[src/rtl/wb_pkg.sv]
`default_nettype none
// ============================================================================
//  Package  : wb_pkg
//  Purpose  : Shared widths, register-file constants and the writeback slot
//             record used by the register-file write-port arbiter.
//  Revision : 1.0 - initial release
// ============================================================================
package wb_pkg;

  localparam int ADDR_W   = 5;
  localparam int DATA_W   = 32;
  localparam int NUM_REGS = 32;
  localparam int ZERO_REG = 0;

  // One buffered writeback: valid flag, destination register, value.
  typedef struct packed {
    logic              vld;
    logic [ADDR_W-1:0] addr;
    logic [DATA_W-1:0] data;
  } wb_slot_t;

endpackage : wb_pkg
`default_nettype wire

[src/rtl/wb_slot.sv]
`default_nettype none
// ============================================================================
//  Module   : wb_slot
//  Purpose  : One-entry writeback buffer. Loads on a handshake, empties when
//             its entry is granted, and a load on the grant edge replaces the
//             departing entry so a lone requester keeps one write per cycle.
//  Revision : 1.0 - initial release
// ============================================================================
module wb_slot
  import wb_pkg::*;
#(
  parameter int SLOT_DATA_W = DATA_W,
  parameter int SLOT_ADDR_W = ADDR_W
) (
  input  logic                   clk,
  input  logic                   clr,
  input  logic                   load_i,
  input  logic                   grant_i,
  input  logic [SLOT_ADDR_W-1:0] addr_i,
  input  logic [SLOT_DATA_W-1:0] data_i,
  output logic                   vld_o,
  output logic [SLOT_ADDR_W-1:0] addr_o,
  output logic [SLOT_DATA_W-1:0] data_o
);

  logic                   vld_q,  vld_d;
  logic [SLOT_ADDR_W-1:0] addr_q, addr_d;
  logic [SLOT_DATA_W-1:0] data_q, data_d;

  // Next entry: a load wins over a grant so load+grant keeps the slot full.
  always_comb begin
    vld_d  = vld_q;
    addr_d = addr_q;
    data_d = data_q;
    if (load_i) begin
      vld_d  = 1'b1;
      addr_d = addr_i;
      data_d = data_i;
    end else if (grant_i) begin
      vld_d  = 1'b0;
    end
  end

  // Entry register; reset discards any buffered write.
  always_ff @(posedge clk) begin
    if (clr) begin
      vld_q  <= 1'b0;
      addr_q <= '0;
      data_q <= '0;
    end else begin
      vld_q  <= vld_d;
      addr_q <= addr_d;
      data_q <= data_d;
    end
  end

  assign vld_o  = vld_q;
  assign addr_o = addr_q;
  assign data_o = data_q;

endmodule : wb_slot
`default_nettype wire

[src/rtl/regfile_wb_arbiter.sv]
`default_nettype none
// ============================================================================
//  Module   : regfile_wb_arbiter
//  Purpose  : Two-source write-port arbiter for the 32x32 register file.
//             Each source owns a one-entry slot; the single write port is
//             granted oldest-first, round-robin on a same-edge tie. Publishes
//             a pending-write mask for the hazard unit.
//  Revision : 1.0 - initial release
// ============================================================================
module regfile_wb_arbiter
  import wb_pkg::*;
#(
  parameter int DATA_W = wb_pkg::DATA_W,
  parameter int ADDR_W = wb_pkg::ADDR_W
) (
  input  logic                clk,
  input  logic                clr,
  input  logic                req0_valid,
  output logic                req0_ready,
  input  logic [ADDR_W-1:0]   req0_addr,
  input  logic [DATA_W-1:0]   req0_data,
  input  logic                req1_valid,
  output logic                req1_ready,
  input  logic [ADDR_W-1:0]   req1_addr,
  input  logic [DATA_W-1:0]   req1_data,
  output logic                wr_en,
  output logic [ADDR_W-1:0]   wr_addr,
  output logic [DATA_W-1:0]   wr_data,
  output logic [NUM_REGS-1:0] pend_mask
);

  logic              vld0, vld1;
  logic [ADDR_W-1:0] addr0, addr1;
  logic [DATA_W-1:0] data0, data1;
  logic [1:0]        grant;
  logic              load0, load1;

  // rr_q: slot favoured on a tie. old1_q: slot 1 holds the older entry.
  // tie_q: both entries arrived on the same edge, so age is undefined.
  logic rr_q,   rr_d;
  logic old1_q, old1_d;
  logic tie_q,  tie_d;

  // Readiness depends on registered state and clr only, never on valid.
  assign req0_ready = ~clr & (~vld0 | grant[0]);
  assign req1_ready = ~clr & (~vld1 | grant[1]);
  assign load0      = req0_valid & req0_ready;
  assign load1      = req1_valid & req1_ready;

  wb_slot #(.SLOT_DATA_W(DATA_W), .SLOT_ADDR_W(ADDR_W)) u_slot0 (
    .clk     (clk),
    .clr     (clr),
    .load_i  (load0),
    .grant_i (grant[0]),
    .addr_i  (req0_addr),
    .data_i  (req0_data),
    .vld_o   (vld0),
    .addr_o  (addr0),
    .data_o  (data0)
  );

  wb_slot #(.SLOT_DATA_W(DATA_W), .SLOT_ADDR_W(ADDR_W)) u_slot1 (
    .clk     (clk),
    .clr     (clr),
    .load_i  (load1),
    .grant_i (grant[1]),
    .addr_i  (req1_addr),
    .data_i  (req1_data),
    .vld_o   (vld1),
    .addr_o  (addr1),
    .data_o  (data1)
  );

  // Grant: single valid slot wins; two valid slots go oldest-first, tie by rr.
  always_comb begin
    grant = 2'b00;
    case ({vld1, vld0})
      2'b01:   grant = 2'b01;
      2'b10:   grant = 2'b10;
      2'b11: begin
        if (tie_q)       grant[rr_q] = 1'b1;
        else if (old1_q) grant       = 2'b10;
        else             grant       = 2'b01;
      end
      default: grant = 2'b00;
    endcase
  end

  // Age and round-robin bookkeeping for the next edge.
  always_comb begin
    rr_d   = rr_q;
    old1_d = old1_q;
    tie_d  = tie_q;
    if (grant[0])      rr_d = 1'b1;
    else if (grant[1]) rr_d = 1'b0;
    if (load0 & load1) begin
      tie_d  = 1'b1;
    end else if (load0 & vld1 & ~grant[1]) begin
      old1_d = 1'b1;
      tie_d  = 1'b0;
    end else if (load1 & vld0 & ~grant[0]) begin
      old1_d = 1'b0;
      tie_d  = 1'b0;
    end
  end

  // Arbiter state register.
  always_ff @(posedge clk) begin
    if (clr) begin
      rr_q   <= 1'b0;
      old1_q <= 1'b0;
      tie_q  <= 1'b0;
    end else begin
      rr_q   <= rr_d;
      old1_q <= old1_d;
      tie_q  <= tie_d;
    end
  end

  // Write-port mux; a write to r0 still takes its grant but is suppressed.
  always_comb begin
    wr_addr = '0;
    wr_data = '0;
    if (grant[0]) begin
      wr_addr = addr0;
      wr_data = data0;
    end else if (grant[1]) begin
      wr_addr = addr1;
      wr_data = data1;
    end
    wr_en = (|grant) & (wr_addr != ADDR_W'(ZERO_REG));
  end

  // Pending-write mask: one-hot of each buffered destination, r0 excluded.
  always_comb begin
    pend_mask = '0;
    if (vld0) pend_mask[addr0] = 1'b1;
    if (vld1) pend_mask[addr1] = 1'b1;
    pend_mask[ZERO_REG] = 1'b0;
  end

endmodule : regfile_wb_arbiter
`default_nettype wire

[config.mk]
export PLATFORM = sky130hd
export DESIGN_NAME = regfile_wb_arbiter
export DESIGN_NICKNAME = d
export VERILOG_FILES = /design/src/rtl/wb_pkg.sv /design/src/rtl/wb_slot.sv /design/src/rtl/regfile_wb_arbiter.sv
export SDC_FILE = /design/constraint.sdc
export NUM_CORES = 1
export LEC_CHECK = 0
export BUFFER_PORTS_ARGS = -buffer_cell sky130_fd_sc_hd__buf_4
export CELL_PAD_IN_SITES_DETAIL_PLACEMENT = 2
export CELL_PAD_IN_SITES_GLOBAL_PLACEMENT = 2
export CORE_MARGIN = 1
export CORE_UTILIZATION = 25
export DETAILED_ROUTE_END_ITERATION = 7
export GPL_ROUTABILITY_DRIVEN = 0
export PLACE_DENSITY_LB_ADDON = 0.1
export SETUP_SLACK_MARGIN = 0.3
export SYNTH_ARGS = -nofsm -noshare
export SYNTH_HDL_FRONTEND = slang
export SYNTH_HIERARCHICAL = 1
export SYNTH_SLANG_ARGS = --single-unit
[constraint.sdc]
create_clock -name clk -period 1.95 [get_ports clk]
set_clock_uncertainty 0.2 [all_clocks]
set_input_delay 0 -clock clk [delete_from_list [all_inputs] [get_ports clk]]
set_output_delay 0 -clock clk [all_outputs]
set_load 0.05 [all_outputs]
Word-level counts from Yosys, hierarchy flattened
Index checks and enable logic that the tools add are counted.

Multiplexer cells: 24. Reduce and logical (&&, ||, !) cells: 11. Order comparisons: 6. Equal/unequal tests: 3. Bitwise gates (word level): 19.

Operator list (number): $mux 32 (4); $or 32x32->32 (1); $lt 5x6->1 const B (2); $mux 1 (12); $and 1x1->1 (10); $demux 1 s5 (2); $ge 5x1->1 const B (2); $mux 5 (2); $reduce_bool 2->1 (4); $not 1->1 (6); $pmux 2 s3 (1); $reduce_bool 5->1 (1); $eq 2x2->1 const B (2); $mux 2 (2); $logic_and 1x1->1 (3); $reduce_bool 3->1 (1); $eq 2x1->1 const B (1); $lt 1x2->1 const B (1); $or 1x1->1 (2); $reduce_and 2->1 (1); $reduce_or 2->1 (1); $demux 1 s1 (1); $ge 1x1->1 const B (1).

Word-level logic and storage cells: 72. Input port bits: 78. Flip-flop bits (word level): 79.

Logic depth before layout (Yosys ltp)
Word-level depth: 14. Depth in mapped cells: 8.

Modules after synthesis
Netlist, hierarchy kept.

By module, submodules not included: wb_slot (area each 1361.3 sq um, times used 2, cells each 123, seq. area each 760.7 sq um); regfile_wb_arbiter (area each 1282.5 sq um, times used 1, cells each 216, seq. area each 60.1 sq um).

Worst setup path after synthesis
OpenSTA, ideal clock, no wires.

Path kind: register to register. Start: reg tie_q. End: reg u_slot0.data_q[23], in the netlist u_slot0/data_o[23]. Required time: 1.622 ns. Path buffers: 3. Slack: -0.907 ns. Data arrival time: 2.530 ns. Stages on the path, launching flop included: 9. Path through: dfxtp_1 > mux2_4 > buf_2 > a31oi_1 > and2_1 > buf_6 > buf_12 > mux2i_1 > nor2_1.

Longest elaborated chain between the ends: 5.

Ends and longest elaborated chain: start, declared (line regfile_wb_arbiter.sv:42) `logic tie_q, tie_d;`; start signal, assigned (line regfile_wb_arbiter.sv:116) `tie_q <= tie_d;`; $mux 2 (line regfile_wb_arbiter.sv:81) `if (tie_q) grant[rr_q] = 1'b1;`; $pmux 2 s3 (line regfile_wb_arbiter.sv:77) `case ({vld1, vld0})`; $or 1x1->1 (line regfile_wb_arbiter.sv:45) `assign req0_ready = ~clr & (~vld0 | grant[0]);`; $and 1x1->1 (line regfile_wb_arbiter.sv:45); named net req0_ready (line regfile_wb_arbiter.sv:19) `output logic req0_ready,`; $and 1x1->1 (line regfile_wb_arbiter.sv:47) `assign load0 = req0_valid & req0_ready;`; named net load0 (line regfile_wb_arbiter.sv:36) `logic load0, load1;`; end signal, assigned (line wb_slot.sv:53) `data_q <= data_d;`; end, declared (line wb_slot.sv:28) `logic [SLOT_DATA_W-1:0] data_q, data_d;`.

The timed path passes the listed nets, and every way through them passes these cells. A chain may end at the register's enable or synchronous reset.

Final worst setup path
Start: reg tie_q. End: reg u_slot1.data_q[19], in the netlist u_slot1/data_o[19].

Longest elaborated chain between the ends: 5.

Ends and longest elaborated chain: $mux 2 (line regfile_wb_arbiter.sv:81); $pmux 2 s3 (line regfile_wb_arbiter.sv:77); $or 1x1->1 (line regfile_wb_arbiter.sv:46) `assign req1_ready = ~clr & (~vld1 | grant[1]);`; $and 1x1->1 (line regfile_wb_arbiter.sv:46); $and 1x1->1 (line regfile_wb_arbiter.sv:48) `assign load1 = req1_valid & req1_ready;`; named net load1 (line regfile_wb_arbiter.sv:36); end signal, assigned (line wb_slot.sv:53); end, declared (line wb_slot.sv:28).

The timed path passes the listed nets, and every way through them passes these cells.

==> key figures <==
Synthesis
  • Yosys reg bits: 79
  • Syn_nets: 540
  • Gate Count Post-Synth: around 460
  • Synthesis Warnings: 6
  • Seq/Total Area, Yosys: 0.395
  • Avg Cell Area, Syn: 8.67 um^2
  • Synth unique cells: 30
  • Mapped cell area: between 4000 and 5000 um^2

Finish
  • Final core occ: 0.590
  • Commonest non-fill, non-tap cell in the layout: buf_4
  • Layout cells sized above 1: 0.520
  • Most frequent cells in the layout: buf_4, buf_6, dlygate4sd3_1
  • Final net count: just over 800
  • # diodes: 0
  • Area grow syn2layout: 127%

STA
  • Tmin final: 2350 ps
  • Final WS setup: -404 ps
  • Normalized max-slew margin: 0.386
  • Max Slew Vio Count: 0
  • Endpoints failing setup: 115
  • Achievable frequency: roughly 420 MHz
  • Final hold violations: 0
  • Worst-Margin Slew: 921 ps
  • Final period utilization: 1.21
  • Unrepaired setup endpoints after global routing: yes

Drt
  • # DRC: 0
  • Drt initial violations: 236
  • Via Count: 5102
  • TritonRoute pass-1 iters: 4
  • Remaining antenna violation count: 0
  • Mean routed wirelength per cell: approximately 30 um
  • Final wirelength: roughly 29000 um
  • Vias per inst: ~5.3

Setup path
  • Worst EP required: around 1900 ps
  • R2r worst-path depth: 9
  • Critical Path End Type: flip-flop
  • Setup crit start kind: flip-flop
  • Worst Setup Path Type: flip-flop to flip-flop
  • CP max FO: 7
  • Reg-to-Reg Start: tie_q$_SDFFE_PP0P_
  • Reg-to-Reg End: u_slot1/data_o[19]$_SDFFE_PP0P_
  • Register-to-register setup slack: -400 ps
  • CP arrival: between 2000 and 2500 ps

GRT
  • First-pass GRT wire length: approximately 34000 um
  • Vias in the first global route: about 5500
  • Remaining global-route overflow: 0
  • Initial antenna violation count: 0
  • GRT Total Usage: 0.279
  • Largest net degree at the start of global routing: 80

Die
  • Die X: around 130 um
  • I/O pin count: 150
  • Total die area: about 17000 um^2
  • Initial Util: 0.260
  • FP Rows: 45
  • Core area: around 15000 um^2
  • Chip Height: 129 um

Place
  • Dpl ws: between 9 and 10 ps
  • Number of I/O port buffers: roughly 150
  • Hpwl dp: 10500 um

Worst hold path
  • WHS Path Cells: 3
  • Hold Crit Endpoint: u_slot1/data_o[6]$_SDFFE_PP0P_
  • Hold WC Path Type: input port to flip-flop
  • Hold Path Origin: clr

Outcome
  • Status: complete, but fails checks
  • Violated checks: negative setup slack

Clock tree
  • Max Root-Sink Buffers: 2
  • Clock Pin Slew Worst Setup and Hold Paths: roughly 70 ps
  • Cts bufs inserted: 9
  • CTS tree: built
  • Clk_lat worst skew: ~360 ps
  • H-tree levels: 3
  • Clk root buf: clkbuf_16
  • TritonCTS Sinks: 79

Power and ir drop
  • Cell area power density: about 580 nW/um^2
  • Final Power: ~5.3 mW
  • Peak VDD IR: roughly 0.59 mV
  • Leakage: ~3.4 nW

Flow run
  • Max Cap Violations: 0
registers in the layout, summed over array words and instances (netlist names):
signal / flops
u_slot0/addr_o: 5
u_slot0/vld_o: 1
u_slot1/data_o: 32
u_slot1/addr_o: 5
u_slot1/vld_o: 1
u_slot0/data_o: 32
old1_q: 1
tie_q: 1
rr_q: 1
per-layer routing:
layer / up-vias / wire [um] / part of all wire / global-route usage
met2: 201 / 15400 / 0.53 / 0.519
met5: - / 0 / 0 / 0
li1: 2217 / - / - / -
met1: 2599 / 11100 / 0.38 / 0.318
met4: 0 / 1490 / 0.051 / 0.0948
met3: 85 / 1050 / 0.036 / 0.0528
kinds of logic after synthesis:
logic type / synth area share
compound gates: 0.184
flops: 0.395
mux: 0.195
simple gates: 0.119
buf+inv: 0.106
other cells: 0.000936
worst max-delay path, stage by stage, from the launching register on:
cell and delay (ps):
dfxtp_4 360, buf_12 130, mux2i_4 190, buf_6 130, a31oi_4 190, and2_4 280
buf_6 130, buf_12 120, mux2i_1 320, nor2_1 110
cell usage after synthesis:
master / instances / area (um^2)
dfxtp_1: 79 / 1580
nor2_1: 76 / 285
mux2i_1: 75 / 751
o21ai_1: 38 / 190
o211ai_1: 37 / 278
inv_1: 34 / 128
o22ai_1: 31 / 194
nand3_1: 14 / 70.1
buf_2: 13 / 65.1
clkbuf_1: 13 / 48.8
inv_2: 8 / 30.0
a21oi_1: 5 / 25.0
nand3b_1: 5 / 37.5
buf_12: 4 / 80.1
buf_6: 4 / 45.0
a31oi_1: 3 / 18.8
buf_4: 3 / 22.5
or3_1: 3 / 18.8
and2_1: 2 / 12.5
mux2_4: 2 / 30.0
nand2_1: 2 / 7.51
nand2b_1: 2 / 12.5
or3b_1: 2 / 17.5
a2bb2oi_1: 1 / 8.76
a311oi_2: 1 / 15.0
buf_1: 1 / 3.75
conb_1: 1 / 3.75
nor3_1: 1 / 5.00
o2bb2ai_1: 1 / 8.76
or3_4: 1 / 11.3
per-stage QoR:
step | instances | hold slack (ps) | cell area (um^2) | TNS (ps)
CTS | 939 | 186 | 8530 | -5900
finish | 965 | 215 | 9110 | -26160
global route | 965 | 250 | 9110 | -29560
global placement | 802 | 32.6 | 6160 | 0
detailed placement | 802 | 44.9 | 6160 | 0
floorplan | 462 | -142 | 4840 | -9720
what timing repair did:
item,4_1_cts,5_1_grt
gates resized for setup,173,67
hold buffers,76,0
endpoints found under the setup margin,146,150
hold endpoints to repair,76,0
cloned,12,3
pin swaps,47,28
setup buffers,35,23
layout make-up:
type,instances,area (um^2)
Fill cell,1469,6320
Tap cell,211,264
Clock buffer,11,253
Sequential cell,79,1620
Timing Repair Buffer,315,3530
Multi-Input combinational cell,304,3210
Inverter,42,185
Clock inverter,3,43.8
worst max path at each step:
stage	to	slack (ps)	from
finish	u_slot1/data_o[19]$_SDFFE_PP0P_	-400	tie_q$_SDFFE_PP0P_
global route	u_slot1/data_o[19]$_SDFFE_PP0P_	-450	tie_q$_SDFFE_PP0P_
CTS	wr_data[13]	-140	tie_q$_SDFFE_PP0P_
detailed placement	pend_mask[25]	10	u_slot0/vld_o$_SDFFE_PP0P_
global placement	pend_mask[8]	60	u_slot0/vld_o$_SDFFE_PP0P_
floorplan	u_slot0/data_o[23]$_SDFFE_PP0P_	-290	tie_q$_SDFFE_PP0P_
power breakdown:
group / internal, mW / switching (mW) / total [mW] / leakage, nW
Sequential: 1.70 / 0.0983 / 1.80 / 0.655
Combinational: 0.783 / 0.871 / 1.65 / 2.61
Clock: 1.05 / 0.769 / 1.82 / 0.147
Note: power is estimated with default switching activity, not from simulation.
